[config.mk]
export PLATFORM = sky130hd
export DESIGN_NAME = date_cnt
export DESIGN_NICKNAME = d
export VERILOG_FILES = /design/src/rtl/clock_pkg.sv /design/src/rtl/date_cnt_cal_mdays.sv /design/src/rtl/date_cnt.sv
export SDC_FILE = /design/constraint.sdc
export NUM_CORES = 1
export LEC_CHECK = 0
export ABC_AREA = 1
export ABC_CLOCK_PERIOD_IN_PS = 2900
export CELL_PAD_IN_SITES_DETAIL_PLACEMENT = 1
export CELL_PAD_IN_SITES_GLOBAL_PLACEMENT = 2
export CORE_ASPECT_RATIO = 1.5
export CORE_MARGIN = 1.5
export CORE_UTILIZATION = 28
export CTS_BUF_LIST = sky130_fd_sc_hd__clkbuf_4 sky130_fd_sc_hd__clkbuf_8
export DETAILED_ROUTE_END_ITERATION = 10
export GPL_TIMING_DRIVEN = 0
export PLACE_DENSITY_LB_ADDON = 0.1
export SYNTH_ARGS = -nofsm -noshare
export SYNTH_HDL_FRONTEND = slang
export SYNTH_SLANG_ARGS = --single-unit
[constraint.sdc]
create_clock -name clk -period 2.9 [get_ports clk]
set_input_delay 0.29 -clock clk [delete_from_list [all_inputs] [get_ports clk]]
set_output_delay 0.29 -clock clk [all_outputs]
set_load 0.1 [all_outputs]
[src/rtl/clock_pkg.sv]
// Shared definitions for the clock/calendar datapath.
// Holds field-select codes, BCD calendar constants, the packed date payload
// and BCD step helpers used by the date counter.
package clock_pkg;

  localparam int unsigned SEL_W  = 2;
  localparam int unsigned DAY_W  = 6;
  localparam int unsigned MON_W  = 5;
  localparam int unsigned YR_W   = 8;
  localparam int unsigned BCD8_W = 8;

  // Field select codes
  localparam logic [SEL_W-1:0] SEL_DAY  = 2'd0;
  localparam logic [SEL_W-1:0] SEL_MON  = 2'd1;
  localparam logic [SEL_W-1:0] SEL_YR   = 2'd2;
  localparam logic [SEL_W-1:0] SEL_NONE = 2'd3;

  // BCD month lengths and month 12
  localparam logic [DAY_W-1:0] BCD_28     = 6'h28;
  localparam logic [DAY_W-1:0] BCD_29     = 6'h29;
  localparam logic [DAY_W-1:0] BCD_30     = 6'h30;
  localparam logic [DAY_W-1:0] BCD_31     = 6'h31;
  localparam logic [MON_W-1:0] BCD_MON_12 = 5'h12;

  // Reset date (year comes from the top-level parameter)
  localparam logic [DAY_W-1:0] RST_DAY = 6'h01;
  localparam logic [MON_W-1:0] RST_MON = 5'h01;
  localparam logic [YR_W-1:0]  YR_MIN  = 8'h00;
  localparam logic [YR_W-1:0]  YR_MAX  = 8'h99;

  // Calendar state payload, all fields BCD
  typedef struct packed {
    logic [DAY_W-1:0] day;
    logic [MON_W-1:0] mon;
    logic [YR_W-1:0]  yr;
  } date_t;

  // Two-digit BCD increment, 99 wraps to 00
  function automatic logic [BCD8_W-1:0] bcd8_inc(input logic [BCD8_W-1:0] v);
    logic [3:0] t;
    logic [3:0] o;
    t = v[7:4];
    o = v[3:0];
    if (o == 4'd9) begin
      o = 4'd0;
      t = (t == 4'd9) ? 4'd0 : t + 4'd1;
    end else begin
      o = o + 4'd1;
    end
    return {t, o};
  endfunction

  // Two-digit BCD decrement, 00 wraps to 99
  function automatic logic [BCD8_W-1:0] bcd8_dec(input logic [BCD8_W-1:0] v);
    logic [3:0] t;
    logic [3:0] o;
    t = v[7:4];
    o = v[3:0];
    if (o == 4'd0) begin
      o = 4'd9;
      t = (t == 4'd0) ? 4'd9 : t - 4'd1;
    end else begin
      o = o - 4'd1;
    end
    return {t, o};
  endfunction

endpackage

[src/rtl/date_cnt_cal_mdays.sv]
// cal_mdays: combinational last-day-of-month lookup in BCD.
// Ports: mon_tens/mon_ones  BCD month
//        yr_tens/yr_ones    BCD two-digit year (2000-2099)
//        last_day_c         BCD last day of that month (28..31)
module cal_mdays
  import clock_pkg::*;
(
  input  logic             mon_tens,
  input  logic [3:0]       mon_ones,
  input  logic [3:0]       yr_tens,
  input  logic [3:0]       yr_ones,
  output logic [DAY_W-1:0] last_day_c
);

  logic leap;
  logic unused_yr_tens_hi;

  // Divisible by 4 depends only on tens parity and the units digit
  assign leap = yr_tens[0] ? ((yr_ones == 4'd2) || (yr_ones == 4'd6))
                           : ((yr_ones == 4'd0) || (yr_ones == 4'd4) || (yr_ones == 4'd8));

  assign unused_yr_tens_hi = ^yr_tens[3:1];

  always_comb begin
    last_day_c = BCD_31;
    case ({mon_tens, mon_ones})
      5'h02:                      last_day_c = leap ? BCD_29 : BCD_28;
      5'h04, 5'h06, 5'h09, 5'h11: last_day_c = BCD_30;
      default:                    last_day_c = BCD_31;
    endcase
  end

endmodule

[src/rtl/date_cnt.sv]
// date_cnt: BCD calendar stage (day/month/two-digit year) fed by the
// hours counter's day rollover pulse, with manual incr/dcr set per field.
// Ports: clk, rst (async active-high)
//        day_en     one-cycle day advance pulse
//        incr/dcr   manual step of the field chosen by sel (0 day,1 mon,2 yr,3 none)
//        day_*, mon_*, yr_*  registered BCD date digits
//        cent_en    registered pulse on automatic year 99->00 carry
module date_cnt
  import clock_pkg::*;
#(
  parameter logic [7:0] YR_RST       = 8'h00,
  parameter bit         SATURATE_DCR = 1'b0
) (
  input  logic             clk,
  input  logic             rst,
  input  logic             day_en,
  input  logic             incr,
  input  logic             dcr,
  input  logic [SEL_W-1:0] sel,
  output logic [3:0]       day_ones,
  output logic [1:0]       day_tens,
  output logic [3:0]       mon_ones,
  output logic             mon_tens,
  output logic [3:0]       yr_ones,
  output logic [3:0]       yr_tens,
  output logic             cent_en
);

  date_t            cur_q;
  date_t            adv;
  date_t            nxt;
  logic             cent_q;
  logic             cent_c;
  logic [DAY_W-1:0] last_cur;
  logic [DAY_W-1:0] last_new;

  // Month length of the current date (advance and day wrap)
  cal_mdays u_mdays_cur (
    .mon_tens   (cur_q.mon[4]),
    .mon_ones   (cur_q.mon[3:0]),
    .yr_tens    (cur_q.yr[7:4]),
    .yr_ones    (cur_q.yr[3:0]),
    .last_day_c (last_cur)
  );

  // Month length of the candidate date (day clamp)
  cal_mdays u_mdays_new (
    .mon_tens   (adv.mon[4]),
    .mon_ones   (adv.mon[3:0]),
    .yr_tens    (adv.yr[7:4]),
    .yr_ones    (adv.yr[3:0]),
    .last_day_c (last_new)
  );

  // Candidate next date: day_en > incr > dcr
  always_comb begin
    adv    = cur_q;
    cent_c = 1'b0;
    if (day_en) begin
      if (cur_q.day == last_cur) begin
        adv.day = RST_DAY;
        if (cur_q.mon == BCD_MON_12) begin
          adv.mon = RST_MON;
          adv.yr  = bcd8_inc(cur_q.yr);
          cent_c  = (cur_q.yr == YR_MAX);
        end else begin
          adv.mon = MON_W'(bcd8_inc(BCD8_W'(cur_q.mon)));
        end
      end else begin
        adv.day = DAY_W'(bcd8_inc(BCD8_W'(cur_q.day)));
      end
    end else if (incr) begin
      case (sel)
        SEL_DAY: adv.day = (cur_q.day == last_cur) ? RST_DAY
                                                   : DAY_W'(bcd8_inc(BCD8_W'(cur_q.day)));
        SEL_MON: adv.mon = (cur_q.mon == BCD_MON_12) ? RST_MON
                                                     : MON_W'(bcd8_inc(BCD8_W'(cur_q.mon)));
        SEL_YR:  adv.yr  = bcd8_inc(cur_q.yr);
        default: adv     = cur_q;
      endcase
    end else if (dcr) begin
      case (sel)
        SEL_DAY: begin
          if (cur_q.day == RST_DAY) adv.day = SATURATE_DCR ? RST_DAY : last_cur;
          else                      adv.day = DAY_W'(bcd8_dec(BCD8_W'(cur_q.day)));
        end
        SEL_MON: begin
          if (cur_q.mon == RST_MON) adv.mon = SATURATE_DCR ? RST_MON : BCD_MON_12;
          else                      adv.mon = MON_W'(bcd8_dec(BCD8_W'(cur_q.mon)));
        end
        SEL_YR: begin
          if (cur_q.yr == YR_MIN) adv.yr = SATURATE_DCR ? YR_MIN : YR_MAX;
          else                    adv.yr = bcd8_dec(cur_q.yr);
        end
        default: adv = cur_q;
      endcase
    end
  end

  // Clamp day to the new month length; BCD compares correctly as binary
  always_comb begin
    nxt = adv;
    if (adv.day > last_new) nxt.day = last_new;
  end

  // State register
  always_ff @(posedge clk or posedge rst) begin
    if (rst) begin
      cur_q  <= '{day: RST_DAY, mon: RST_MON, yr: YR_RST};
      cent_q <= 1'b0;
    end else begin
      cur_q  <= nxt;
      cent_q <= cent_c;
    end
  end

  assign day_tens = cur_q.day[5:4];
  assign day_ones = cur_q.day[3:0];
  assign mon_tens = cur_q.mon[4];
  assign mon_ones = cur_q.mon[3:0];
  assign yr_tens  = cur_q.yr[7:4];
  assign yr_ones  = cur_q.yr[3:0];
  assign cent_en  = cent_q;

endmodule
==> summary.txt <==
Run status
  • Status: finished, violations left
  • Violated checks: setup timing

Floorplan
  • Die Height: 120 um
  • I/O Pins: 27
  • Die X: 81.0 um
  • Core ar.: 8830 sq um
  • Initial core utilization: 0.289
  • # rows: 42
  • Die area: 9720 sq um

Power
  • Worst ir drop on vdd: 0.000696 V
  • Leak Pwr: roughly 0.0016 uW
  • Cell Pwr Density: 1270 nW/um^2
  • Pwr Total: approximately 4700 uW

CTS
  • H-tree levels: 1
  • Clock sinks: 20
  • CTS tree: yes
  • CTS Buf Count: 3
  • Post-CTS Hold Buffers: 0
  • Clock Path Buffers: 2
  • Worst-Skew Late Latency: between 0.2 and 0.3 ns
  • CTS clk-pin slew, worst paths: 0.10 ns
  • CTS root buf: clkbuf_8

Yosys
  • Area leader, netlist: dfrtp_1
  • Synthesized cell area: 2550 sq um
  • Yosys cell types: 47
  • Mapped Cells: 418
  • Sequential area share after synthesis: 0.197
  • Synth Warn #: 0
  • Ys flop type: dfrtp_1
  • Share of synthesized registers carrying an async set or reset: 1.00
  • Post-synth EDFFs: 0
  • Syn nets: 436
  • Seq cells post-synth: 20
  • Top cell type's share of synthesized area: 0.176
  • Dominant cells by area after synthesis: dfrtp_1 18%, nand2_1 16%, nand3_1 6.7%, nor2_1 6.3%, o21ai_0 6.1%
  • Mean Syn Cell Area: 6.11 sq um

STA
  • Setup WS post-layout: -0.276 ns
  • Final slew viol count: 0
  • Setup violators final: 5
  • Maximum clock rate: 315 MHz
  • Setup Skew: between 0.01 and 0.015 ns
  • Final min period: 3.18 ns
  • Worst slew pin tran: 0.986 ns
  • Final period util: 1.10
  • WHS: 0.483 ns
  • RSZ-0062 raised after global routing: yes
  • Slew headroom: 0.341
  • Hold Fails Final Rpt: 0

Cells and area
  • Finished Layout Cells: 595
  • Filler cell count: 1,146
  • N_diodes: 0
  • Final core occ: 0.417
  • Syn-to-layout area delta: 44.2%
  • Share of cells above drive strength 1: 0.330
  • Layout net count: 504

Detailed routing
  • Vias: 3,084
  • Post-route antenna net violation count: 0
  • Final WL: ~10,000 um
  • WL per Instance: 17.3 um
  • Drt first pass iters: 4
  • Detailed Route Iter0 Violations: 66
  • Routed vias/inst: 5.18
  • Residual DRC: 0

Critical path
  • Crit path max fanout: 7
  • CP arrival: around 3.4 ns
  • Worst Path Required: approximately 3 ns
  • Critical path endpoint category: flip-flop
  • Crit path kind: reg -> reg
  • CP startpoint kind: flip-flop

GRT
  • Initial antenna violation count: 0
  • Vias in the first global route: approximately 3,200
  • GRT Util Overall: 0.224
  • Largest net degree at the start of global routing: 21
  • First-pass GRT wire length: 16,400 um
  • GRT Residual Overflow: 0

Placement
  • Port Buffers: 26
  • Post-Place Cells: 554
  • HPWL Detailed: 7800 um
  • Placer Congestion: 0.861

Min path
  • HP Class: in -> async

Flow run
  • MaxCap Viol Count: 0
## cell families (layout without fill, tap and decap cells)
logic type	after synthesis	after routing	share of synthesized area
and+or+nand+nor	225	225	0.406
AOI/OAI and AO/OA	90	90	0.213
buffers and inverters	64	131	0.102
DFF	20	20	0.197
adders and majority gates	11	11	0.0539
xor gates and xnor gates	7	7	0.0240
muxes	1	1	0.00392
## metal layers
metal	global-route usage	wire (um)
met5	0	0
met4	0.0690	211
met3	0.0205	227
met2	0.421	5630
met1	0.257	4260
## Yosys cell counts, types with 2 or more instances
| master | count |
|---|---|
| a21oi_1 | 22 |
| a21oi_2 | 2 |
| a31oi_1 | 2 |
| buf_2 | 2 |
| buf_6 | 2 |
| clkbuf_1 | 4 |
| dfrtp_1 | 18 |
| dfstp_2 | 2 |
| ha_1 | 11 |
| inv_1 | 37 |
| inv_2 | 16 |
| nand2_1 | 107 |
| nand2_2 | 6 |
| nand3_1 | 34 |
| nand3_2 | 3 |
| nand4_1 | 12 |
| nor2_1 | 43 |
| nor2_2 | 5 |
| nor2_4 | 3 |
| nor3_1 | 6 |
| nor4_1 | 2 |
| o211ai_1 | 5 |
| o21a_1 | 3 |
| o21ai_0 | 31 |
| o21ai_1 | 9 |
| o221ai_1 | 3 |
| o22ai_1 | 2 |
| o31ai_1 | 2 |
| xor2_1 | 6 |
## placed cells by master, fill, tap and decap left out, types with 3 or more instances in the layout
cell	count
a21oi_1	21
buf_4	34
buf_6	6
clkbuf_1	3
clkbuf_8	4
clkdlybuf4s50_1	25
dfrtp_1	3
dfrtp_2	8
dfrtp_4	7
ha_1	9
inv_1	32
inv_2	17
inv_4	3
nand2_1	82
nand2_2	26
nand2_4	6
nand3_1	25
nand3_2	8
nand3_4	5
nand4_1	12
nor2_1	33
nor2_2	5
nor2_4	13
nor3_1	6
o211ai_1	5
o21a_1	3
o21ai_0	29
o21ai_1	9
o221ai_1	3
xor2_1	6
## through the flow
step | worst slack, ns | setup TNS [ns] | instance area [sq um]
floorplan | -0.0983 | -0.150 | 2670
finish | -0.276 | -1.02 | 3680
global placement | -0.933 | -3.35 | 3060
CTS | -0.310 | -1.12 | 3510
global route | -0.461 | -1.93 | 3680
detailed placement | -0.890 | -3.28 | 3060
## state kept, by name, indices dropped and copies added (netlist names)
name      flops
day_ones      4
mon_ones      4
yr_ones       4
yr_tens       4
day_tens      2
cent_en       1
mon_tens      1
## layout make-up
class / instances / area (sq um) / share of cell area
Multi-Input combinational cell: 334 / 2090 / 0.566
Buffer: 7 / 51.3 / 0.0139
Clock buffer: 4 / 48.8 / 0.0132
Tap cell: 110 / 138 / 0.0374
Timing Repair Buffer: 66 / 594 / 0.161
Sequential cell: 20 / 547 / 0.148
Inverter: 54 / 219 / 0.0594
## worst max-delay path: stages, from the launching register on
cell	delay, ns
dfrtp_4	0.54
nor2_4	0.22
buf_6	0.13
nand3_2	0.07
nand2_2	0.08
nor2_4	0.05
nand2_2	0.10
nand2_4	0.07
nand3_4	0.12
buf_4	0.13
nand2_1	0.04
nand3_1	0.08
nand2_2	0.11
nor2_4	0.16
nand3_2	0.12
ha_1	0.34
o21a_1	0.18
o21a_1	0.20
nand2_2	0.08
inv_2	0.05
o21a_1	0.17
## repair_timing
action	4_1_cts	5_1_grt
gates resized for setup	45	34
buffers inserted	32	9
pin swaps	28	28
setup endpoints to repair	5	5
## final timing paths
kind | start | end | slack (ns) | depth (start not counted)
worst max-delay path | mon_ones[3] | day_ones[3] | -0.28 | 20
worst min-delay path | rst | yr_ones[1] | 0.48 | 2
worst max register to register | mon_ones[3] | day_ones[3] | -0.28 | 20
worst min register to register | yr_tens[1] | yr_tens[1] | 0.65 | 2
max in group asynchronous | rst | day_ones[3] | 1.76 | 2
min in group clk | yr_tens[1] | yr_tens[1] | 0.65 | 2
## power by group
part | leakage, uW | switching, uW | internal (uW)
clock network | 0.0000262 | 127 | 109
registers | 0.000222 | 267 | 458
logic | 0.00140 | 2410 | 1310
total | 0.00164 | 2800 | 1880
Power figures use the tool's default switching activity.
